File: src/rtl/keypad_scanner.sv
`default_nettype none
// ============================================================================
// Module   : keypad_scanner
// Purpose  : 4x4 matrix scan, single-key debounce and key-code encode with a
//            one-clock valid strobe toward the downstream FIFO writer.
// Revision : 1.0 - initial release
// ============================================================================
module keypad_scanner #(
    parameter int SCAN_DIV        = 4,
    parameter int DEBOUNCE_CYCLES = 4
) (
    input  logic       clock,
    input  logic       reset,
    input  logic [3:0] row,
    input  logic       full,
    output logic [3:0] col,
    output logic       v,
    output logic [3:0] code,
    output logic       overrun
);

    localparam logic [7:0] c_DWELL_LAST = 8'(SCAN_DIV - 1);
    localparam logic [3:0] c_COUNT_LAST = 4'(DEBOUNCE_CYCLES - 1);

    typedef enum logic [1:0] {
        S_SCAN         = 2'd0,
        S_DEBOUNCE     = 2'd1,
        S_EMIT         = 2'd2,
        S_WAIT_RELEASE = 2'd3
    } state_t;

    state_t     r_state;
    logic [3:0] r_sync1;
    logic [3:0] r_rs;
    logic [7:0] r_dwell;
    logic [3:0] r_col;
    logic [1:0] r_col_idx;
    logic [3:0] r_pattern;
    logic [1:0] r_row_idx;
    logic [3:0] r_match;
    logic [3:0] r_release;
    logic       r_v;
    logic [3:0] r_code;
    logic       r_overrun;

    logic       w_sample;
    logic       w_one_hot;
    logic [1:0] w_row_enc;

    assign w_sample  = (r_dwell == c_DWELL_LAST);
    assign w_one_hot = (r_pattern != 4'd0) && ((r_pattern & (r_pattern - 4'd1)) == 4'd0);

    always_comb begin
        w_row_enc = 2'd0;
        if (r_rs[3])      w_row_enc = 2'd3;
        else if (r_rs[2]) w_row_enc = 2'd2;
        else if (r_rs[1]) w_row_enc = 2'd1;
    end

    always_ff @(posedge clock or negedge reset) begin
        if (!reset) begin
            r_state   <= S_SCAN;
            r_sync1   <= 4'd0;
            r_rs      <= 4'd0;
            r_dwell   <= 8'd0;
            r_col     <= 4'b0001;
            r_col_idx <= 2'd0;
            r_pattern <= 4'd0;
            r_row_idx <= 2'd0;
            r_match   <= 4'd0;
            r_release <= 4'd0;
            r_v       <= 1'b0;
            r_code    <= 4'd0;
            r_overrun <= 1'b0;
        end else begin
            r_sync1 <= row;
            r_rs    <= r_sync1;

            // Every state change except EMIT->WAIT_RELEASE lands on a sample,
            // so a free-running dwell counter restarts exactly on those entries.
            r_dwell <= w_sample ? 8'd0 : r_dwell + 8'd1;

            r_v       <= 1'b0;
            r_overrun <= 1'b0;

            case (r_state)
                S_SCAN: begin
                    if (w_sample) begin
                        if (r_rs != 4'd0) begin
                            r_pattern <= r_rs;
                            r_row_idx <= w_row_enc;
                            r_match   <= 4'd0;
                            r_state   <= S_DEBOUNCE;
                        end else begin
                            r_col     <= {r_col[2:0], r_col[3]};
                            r_col_idx <= r_col_idx + 2'd1;
                        end
                    end
                end

                S_DEBOUNCE: begin
                    if (w_sample) begin
                        if (r_rs != r_pattern) begin
                            r_state   <= S_SCAN;
                            r_col     <= {r_col[2:0], r_col[3]};
                            r_col_idx <= r_col_idx + 2'd1;
                        end else if (w_one_hot) begin
                            // Multi-row patterns never count, so they park here until released.
                            if (r_match == c_COUNT_LAST) begin
                                r_state <= S_EMIT;
                                if (full) begin
                                    r_overrun <= 1'b1;
                                end else begin
                                    r_v    <= 1'b1;
                                    r_code <= {r_row_idx, r_col_idx};
                                end
                            end else begin
                                r_match <= r_match + 4'd1;
                            end
                        end
                    end
                end

                S_EMIT: begin
                    r_release <= 4'd0;
                    r_state   <= S_WAIT_RELEASE;
                end

                S_WAIT_RELEASE: begin
                    if (w_sample) begin
                        if (r_rs != 4'd0) begin
                            r_release <= 4'd0;
                        end else if (r_release == c_COUNT_LAST) begin
                            r_state   <= S_SCAN;
                            r_col     <= {r_col[2:0], r_col[3]};
                            r_col_idx <= r_col_idx + 2'd1;
                        end else begin
                            r_release <= r_release + 4'd1;
                        end
                    end
                end

                default: r_state <= S_SCAN;
            endcase
        end
    end

    assign col     = r_col;
    assign v       = r_v;
    assign code    = r_code;
    assign overrun = r_overrun;

endmodule
`default_nettype wire

File: config.mk
export PLATFORM = sky130hd
export DESIGN_NAME = keypad_scanner
export DESIGN_NICKNAME = d
export VERILOG_FILES = /design/src/rtl/keypad_scanner.sv
export SDC_FILE = /design/constraint.sdc
export NUM_CORES = 1
export LEC_CHECK = 0
export ABC_AREA = 1
export CELL_PAD_IN_SITES_DETAIL_PLACEMENT = 1
export CELL_PAD_IN_SITES_GLOBAL_PLACEMENT = 1
export CORE_ASPECT_RATIO = 1.1
export CORE_MARGIN = 5
export CORE_UTILIZATION = 45
export CTS_BUF_LIST = sky130_fd_sc_hd__clkbuf_4 sky130_fd_sc_hd__clkbuf_8 sky130_fd_sc_hd__clkbuf_16
export DETAILED_ROUTE_END_ITERATION = 10
export PLACE_DENSITY = 0.83
export SYNTH_ARGS = -nofsm -noshare
export SYNTH_HDL_FRONTEND = slang
export SYNTH_SLANG_ARGS = --single-unit
File: constraint.sdc
create_clock -name clock -period 2.95 [get_ports clock]
set_clock_uncertainty 0.05 [all_clocks]
set_input_delay 0.295 -clock clock [delete_from_list [all_inputs] [get_ports clock]]
set_output_delay 0.295 -clock clock [all_outputs]
set_load 0.005 [all_outputs]
==> impl_metrics.tcl, run 1 <==
set metrics [dict create \
    drt_iter0_drc 51 \
    hold_viol_final 0 \
    areaGrowthSynthToFinish_pct 15.1 \
    dp_hpwl_um 3600 \
    cts_made_buffers 5 \
    cts_resized 0 \
    synth_cell_type_count 33 \
    first_pass_iters 4 \
    grt_usage 0.162 \
    max_freq_mhz 522 \
    die_w_um 77.1 \
    final_cell_mix "90 x nand2_1, 43 x dfrtp_1, 27 x inv_1" \
    setup_slack_ns 1.03 \
    start_kind "flop" \
    place_ws_ns 1.06 \
    drtAntennaViolNets 0 \
    dp.cells 335 \
    vias 1715 \
    grt_overflow 0 \
    hold-worst-slack_ns 0.0967 \
    drive_above_1_share 0.118 \
    via_per_inst 5.00 \
    ys_seq_area_frac 0.495 \
    hp-class "in2async" \
    dr_wl_met3_um 101 \
    synth_nets 278 \
    initial_core_util 0.472 \
    status "finished clean" \
    final_net_count 300 \
    cts-htree-levels 2 \
    clockBufferDepth 2 \
    syn_avg_cell_area_um2 8.43 \
    fp.dieH_um 83.8 \
    antenna_found_initial 0 \
    power_mw 2.09 \
    fin_tns_setup_ns 0 \
    fp.coreArea_um2 4720 \
    cts_setup_buffers 0 \
    ir_drop_mv 0.416 \
    worstMarginPinSlew_ns 0.961 \
    wirelength_um 4740 \
    cp.required_ns 3.11 \
    max_slew_margin 0.359 \
    post-route-period-util 0.649 \
    synthesis.area_um2 2230 \
    antenna_cells 0 \
    gp_congestion 0.821 \
    setup_violations 0 \
    grt_pass1_vias 1830 \
    ioPinCount 17 \
    min_period_ns 1.92 \
    cap_violations 0 \
    yosys_warnings 0 \
    hold_buffers 0 \
    rows 26 \
    endpoint_kind "flop" \
    rsz0062_at_grt "false" \
    wl_met1_um 2200 \
    synthCells 264 \
    cts_tree "built" \
    instances_no_fill 343 \
    clock-root-buffer "clkbuf_8" \
    clk_latency_ns 0.30 \
    worstSetupPathType "reg2reg" \
    critPathMaxFanout 11 \
    fillers 569 \
    grt_max_degree 45 \
    io_buffers 16 \
    met2WireLength_um 2360 \
    dr.max_layer_used "met4" \
    drv_slew 0 \
    ys_ff_latch 44 \
    clk_pin_slew_worst_paths_ns 0.09 \
    power_density_nw_per_um2 817 \
    p_leak_nw 1.31 \
    grt_pass1_wl_um 8450 \
    wl_per_cell_um 13.8 \
    arrival_ns 2.07 \
    drcViolationCount 0 \
    die_area_um2 6450 \
    cts_sinks 44 \
    final_common_cell "nand2_1" \
]
## routing by layer
metal | track usage | vias up
met5 | 0 | -
met4 | 0.0531 | 0
met3 | 0.0335 | 8
met2 | 0.276 | 18
met1 | 0.202 | 824
li1 | - | 865
## final timing paths
path	from	to	cells after the start	slack (ns)
worst max-delay path	r_state[0]	r_row_idx[1]	6	1.03
worst max register to register	r_state[0]	r_row_idx[1]	6	1.03
max in group asynchronous	reset	r_pattern[3]	1	2.17
worst min register to register	r_sync1[2]	r_rs[2]	0	0.31
worst min-delay path	reset	r_dwell[4]	1	0.1
min in group clock	r_sync1[2]	r_rs[2]	0	0.31
## logic make-up (layout without fill, tap and decap cells)
kind of cell               count (synthesis)  in the layout  share of synthesized area
DFF                                       44             44                      0.495
muxes                                      1              1                    0.00450
AOI/OAI and AO/OA                         22             22                     0.0579
xor gates and xnor gates                   9              9                     0.0354
adders and majority gates                  7              7                     0.0393
buffers and inverters                     34             57                     0.0658
and+or+nand+nor                          147            147                      0.302
## worst max-delay path, stage by stage, from the launching register on
cell and delay [ns]:
dfrtp_1 0.44, inv_1 0.10, ha_1 0.30, nand2_2 0.10
nor2_1 0.51, nor2_1 0.12, a21oi_1 0.21
## cell type report
type / count / area, um^2 / area share
Inverter: 33 / 141 / 0.0552
Clock buffer: 5 / 68.8 / 0.0269
Multi-Input combinational cell: 186 / 977 / 0.382
Timing Repair Buffer: 16 / 155 / 0.0606
Clock inverter: 3 / 46.3 / 0.0181
Tap cell: 56 / 70.1 / 0.0274
Sequential cell: 44 / 1100 / 0.430
## Yosys cell counts, drive strengths merged
cell,n,area share
dfrtp,43,0.48
xnor2,2,0.0079
o21ai,18,0.046
buf,1,0.0022
dfstp,1,0.012
o221ai,1,0.0039
mux2i,1,0.0045
nand3,10,0.027
xor2,7,0.028
nand4,3,0.015
and3,1,0.0028
nor2,30,0.066
nor3,5,0.013
nand3b,2,0.0067
ha,7,0.039
nand2,96,0.17
inv,31,0.053
a21oi,3,0.0084
bufinv,1,0.0079
clkinv,1,0.0022
## state kept, by name, summed over array words and instances (netlist names), named ones only
name and cells:
r_dwell 8, code 4, col 4, r_match 4
r_pattern 4, r_release 4, r_rs 4, r_sync1 4
r_col_idx 2, r_row_idx 2, overrun 1, r_state 1
v 1
## metrics by stage
stage	util	instance area [um^2]
2_1_floorplan	-	2230
3_3_place_gp	0.519	2450
3_5_place_dp	0.519	2450
4_1_cts	0.543	2560
5_1_grt	0.543	2560
6_report	0.543	2560
## power breakdown
part	switching [mW]	internal, mW
logic	0.555	0.298
clock network	0.219	0.255
registers	0.0751	0.692
total	0.848	1.25
Power figures use the tool's default switching activity.
==> inputs of run 2 (changes only) <==
CORE_UTILIZATION = 44   (was 45)
PLACE_DENSITY = 0.81   (was 0.83)
clock period = 1.96 ns   (was 2.95 ns; I/O delays follow)
==> run 2 against run 1 <==
Against the previous run:
- wire length about the same
- combinational power grew 50%
- largest power group unchanged
- non-clock buffer count up 3
- final area up 1.8%
- first-iteration DRC count is 22% higher
==> impl_metrics.tcl, run 2 (synthesis results as in run 1) <==
set metrics [dict create \
    clockBufferDepth 2 \
    largest_reg_flops 8 \
    fp.coreArea_um2 4970 \
    dpl-instance-area_um2 2480 \
    status "finished clean" \
    final_common_cell "nand2_1" \
    fp.dieH_um 84.6 \
    arrival_ns 1.94 \
    wl_per_cell_um 13.6 \
    hp-class "in2reg" \
    max_slew_margin 0.698 \
    worst-path-buf-inv 2 \
    seqPwrFrac 0.368 \
    cts_tree "built" \
    grt_max_degree 29 \
    clock-root-buffer "clkbuf_8" \
    fillers 609 \
    drv_slew 0 \
    cts-htree-levels 2 \
    timing.rr.start "r_state[0]" \
    dp_hpwl_um 3690 \
    grt_usage 0.161 \
    drcViolationCount 0 \
    ir_drop_mv 0.542 \
    post-route-period-util 0.914 \
    ioPinCount 17 \
    cp-startpoint "r_state[0]" \
    critPathMaxFanout 8 \
    top_register "r_dwell" \
    drtAntennaViolNets 0 \
    crit_family "simple AND/OR/NAND/NOR gates" \
    areaGrowthSynthToFinish_pct 17.1 \
    cts_made_buffers 5 \
    min_period_ns 1.79 \
    start_kind "flop" \
    die_area_um2 6580 \
    vias 1743 \
    min_from "row[0]" \
    gp_congestion 0.822 \
    p_sw_mw 1.26 \
    max_freq_mhz 558 \
    drive_above_1_share 0.131 \
    endpoint_kind "flop" \
    swShare 0.402 \
    drt_iter0_drc 62 \
    die_w_um 77.8 \
    grt_overflow 0 \
    wirelength_um 4750 \
    cp.required_ns 2.11 \
    worstMarginPinSlew_ns 0.453 \
    via_per_inst 5.01 \
    fin_tns_setup_ns 0 \
    path_cells "inv_1, ha_1, nand2_2, nand2_2, a21oi_2, nand2_2, nor2_4, inv_4, nand2_1, nand2_1" \
    grt_pass1_vias 1862 \
    final_cell_area_um2 2610 \
    grt_pass1_wl_um 8520 \
    cts_setup_buffers 0 \
    final_cell_mix "90 x nand2_1, 43 x dfrtp_1, 27 x inv_1" \
    rows 27 \
    p_leak_nw 1.32 \
    final_net_count 303 \
    p_comb_frac 0.405 \
    antenna_found_initial 0 \
    antenna_cells 0 \
    hold_viol_final 0 \
    rsz0062_at_grt "false" \
    cap_violations 0 \
    pwr-share-clk 0.227 \
    slowest_stage "dfrtp_1" \
    power.internal_mw 1.89 \
    worstSetupPathType "reg2reg" \
    io_buffers 16 \
    power_density_nw_per_um2 1210 \
    setup_violations 0 \
    cts_sinks 44 \
    first_pass_iters 4 \
    initial_core_util 0.448 \
    slowest_delay_ns 0.44 \
    clk_pin_slew_worst_paths_ns 0.09 \
    critPathMostFrequentCell "nand2_2" \
    clk_latency_ns 0.30 \
]
## run 2: cell count changes in the layout (fill, tap and decap cells not counted)
| cell | delta |
|---|---|
| buf_12 | +1 |
| buf_4 | +1 |
| dlygate4sd3_1 | +1 |
| ha_1 | -2 |
| ha_2 | +2 |
## run 2: area by class of cell
type                            instances  area [um^2]  area share
Clock buffer                            5         68.8      0.0264
Clock inverter                          3         46.3      0.0178
Inverter                               33          141      0.0542
Multi-Input combinational cell        186          982       0.377
Sequential cell                        44         1100       0.423
Tap cell                               58         72.6      0.0278
Timing Repair Buffer                   19          193      0.0739
## run 2: per-layer routing
metal,GRT usage,share of wire,vias to the layer above
met2,0.280,0.51,23
met3,0.0376,0.031,10
met4,0.0672,0.026,0
li1,-,-,867
met5,0,0,-
met1,0.189,0.43,843
## run 2: per-stage QoR
stage / worst slack, ns / util / hold slack, ns / total power [mW] / instances
CTS: 0.114 / 0.524 / 0.267 / 3.19 / 348
global placement: 0.191 / 0.499 / 0.113 / 2.40 / 339
floorplan: 0.319 / - / -0.150 / 2.15 / 264
finish: 0.168 / 0.525 / 0.275 / 3.15 / 348
detailed placement: 0.134 / 0.499 / 0.126 / 2.45 / 339
global route: 0.00704 / 0.525 / 0.260 / 3.40 / 348
## run 2: path summary, 6_finish.rpt
| kind | endpoint | slack (ns) | cells after the start |
|---|---|---|---|
| setup / recovery | col[3] | 0.17 | 10 |
| hold reg to reg | r_rs[3] | 0.30 | 0 |
| max in group asynchronous | col[0] | 0.97 | 3 |
| hold / removal | r_sync1[0] | 0.27 | 1 |
| min in group asynchronous | r_match[0] | 0.31 | 2 |
| setup reg to reg | col[3] | 0.17 | 10 |
## run 2: power groups by stage
stage               clock (mW)  combinational (mW)  sequential, mW
floorplan                    0                1.01            1.14
global placement             0                1.23            1.17
detailed placement           0                1.28            1.18
CTS                      0.738                1.29            1.16
global route             0.783                1.43            1.18
finish                   0.714                1.28            1.16
## run 2: repair_timing
| item | CTS | global route |
|---|---|---|
| hold endpoints to repair | 16 | 0 |
| hold buffers | 1 | 0 |
| gates resized for setup | 0 | 2 |
| setup endpoints to repair | 0 | 3 |
==> inputs of run 3 (changes only) <==
CAP_MARGIN = 10   (was default)
CORE_UTILIZATION = 45   (was 44)
PLACE_DENSITY = 0.83   (was 0.81)
clock period = 2.3 ns   (was 1.96 ns; I/O delays follow)
==> run 3 against run 2 <==
Against the previous run:
- final area is 1.4% lower
- cell count is 0.57% lower
- register-to-register slack better by 0.32 ns
- largest power group unchanged
==> impl_metrics.tcl, run 3 (synthesis results as in run 1) <==
set metrics [dict create \
    cts-htree-levels 2 \
    ioPinCount 17 \
    antenna_found_initial 0 \
    fp.dieH_um 83.8 \
    hp-class "reg2reg" \
    wl_per_cell_um 13.5 \
    p_sw_mw 1.06 \
    first_pass_iters 3 \
    critPathMostFrequentCell "nand2_1" \
    grt_usage 0.158 \
    cts_sinks 44 \
    post-route-period-util 0.788 \
    areaGrowthSynthToFinish_pct 15.4 \
    cts_resized 0 \
    drcViolationCount 0 \
    fillers 572 \
    p_leak_nw 1.31 \
    ir_drop_mv 0.386 \
    slowest_delay_ns 0.42 \
    pwr-share-clk 0.199 \
    crit_family "flip-flops" \
    p_comb_frac 0.417 \
    drtAntennaViolNets 0 \
    cts_setup_buffers 0 \
    wirelength_um 4670 \
    status "finished clean" \
    grt_overflow 0 \
    drive_above_1_share 0.124 \
    final_cell_area_um2 2570 \
    rsz0062_at_grt "false" \
    die_w_um 77.1 \
    seq_area_um2 1100 \
    worstSetupPathType "reg2reg" \
    final_net_count 303 \
    min_period_ns 1.81 \
    power.internal_mw 1.51 \
    final_common_cell "nand2_1" \
    clk_latency_ns 0.30 \
    cts_made_buffers 5 \
    max_slew_margin 0.722 \
    final_cell_mix "90 x nand2_1, 43 x dfrtp_1, 27 x inv_1" \
    critPathMaxFanout 8 \
    power_density_nw_per_um2 1000 \
    worstMarginPinSlew_ns 0.417 \
    vias 1713 \
    max_freq_mhz 552 \
    multi_input_area_um2 977 \
    clockBufferDepth 2 \
    hold-worst-slack_ns 0.303 \
    cp.required_ns 2.45 \
    top_register "r_dwell" \
    place_ws_ns 0.461 \
    cap_violations 0 \
    power_mw 2.57 \
    clk_pin_slew_worst_paths_ns 0.09 \
    setup_violations 0 \
    io_buffers 16 \
    drt_iter0_drc 55 \
    antenna_cells 0 \
    dp_hpwl_um 3700 \
    cts_tree "built" \
    endpoint_kind "flop" \
    hold_viol_final 0 \
    setup_slack_ns 0.487 \
    path_cells "inv_1, ha_1, bufinv_8, a21oi_2, nand2_2, nor2_4, inv_4, nand2_1, nand2_1" \
    fp.coreArea_um2 4720 \
    initial_core_util 0.472 \
    dp.cells 337 \
    grt_max_degree 27 \
    instances_no_fill 346 \
    drv_slew 0 \
    worst-path-buf-inv 3 \
    rows 26 \
    grt_pass1_wl_um 8420 \
    clock-root-buffer "clkbuf_8" \
    final_core_utilization 0.545 \
    gp_congestion 0.844 \
    die_area_um2 6450 \
    slowest_stage "dfrtp_1" \
    arrival_ns 1.96 \
    dpl-instance-area_um2 2460 \
    via_per_inst 4.95 \
    start_kind "flop" \
    swShare 0.411 \
    grt_pass1_vias 1855 \
    fin_tns_setup_ns 0 \
    seqPwrFrac 0.383 \
    largest_reg_flops 8 \
]
## run 3: final timing paths
check                      startpoint         end  slack [ns]  cells past startpoint
hold reg to reg            r_sync1[3]     r_rs[3]        0.30                      0
setup reg to reg                 flop      col[3]        0.49                      9
max in group asynchronous       reset      col[0]        1.13                      3
setup / recovery                 flop      col[3]        0.49                      9
min in group asynchronous       reset  r_dwell[6]        0.35                      2
hold / removal             r_sync1[3]     r_rs[3]        0.30                      0
## run 3: timing repair
item                                   4_1_cts  5_1_grt
endpoints found under the hold margin       18        0
setup endpoints to repair                    0        0
hold buffers                                 1        0
## run 3: worst register-to-register path, stage by stage, from the launching register on
cell      delay [ns]
dfrtp_1         0.42
inv_1           0.09
ha_1            0.29
bufinv_8        0.25
a21oi_2         0.14
nand2_2         0.08
nor2_4          0.21
inv_4           0.07
nand2_1         0.07
nand2_1         0.05
## run 3: cell type report
| type | instances | area share |
|---|---|---|
| sequential | 44 | 0.429 |
| timing repair buffer | 19 | 0.0701 |
| clock inverter | 2 | 0.00585 |
| clock buffer | 6 | 0.0321 |
| multi-input combinational | 186 | 0.380 |
| tap | 56 | 0.0273 |
| inverter | 33 | 0.0550 |
## run 3: routing by layer
metal | global-route usage | part of all wire | vias up
met5 | 0 | 0 | -
met4 | 0.0516 | 0.016 | 0
met3 | 0.0227 | 0.018 | 7
met2 | 0.283 | 0.52 | 14
met1 | 0.194 | 0.45 | 825
li1 | - | - | 867
## run 3: power groups by stage
stage / clock (mW) / sequential (mW) / combinational [mW]
after floorplan: 0 / 0.974 / 0.861
after global placement: 0 / 0.995 / 1.05
after detailed placement: 0 / 1.00 / 1.08
after CTS: 0.533 / 0.990 / 1.09
after global routing: 0.572 / 1.01 / 1.22
final: 0.513 / 0.987 / 1.07
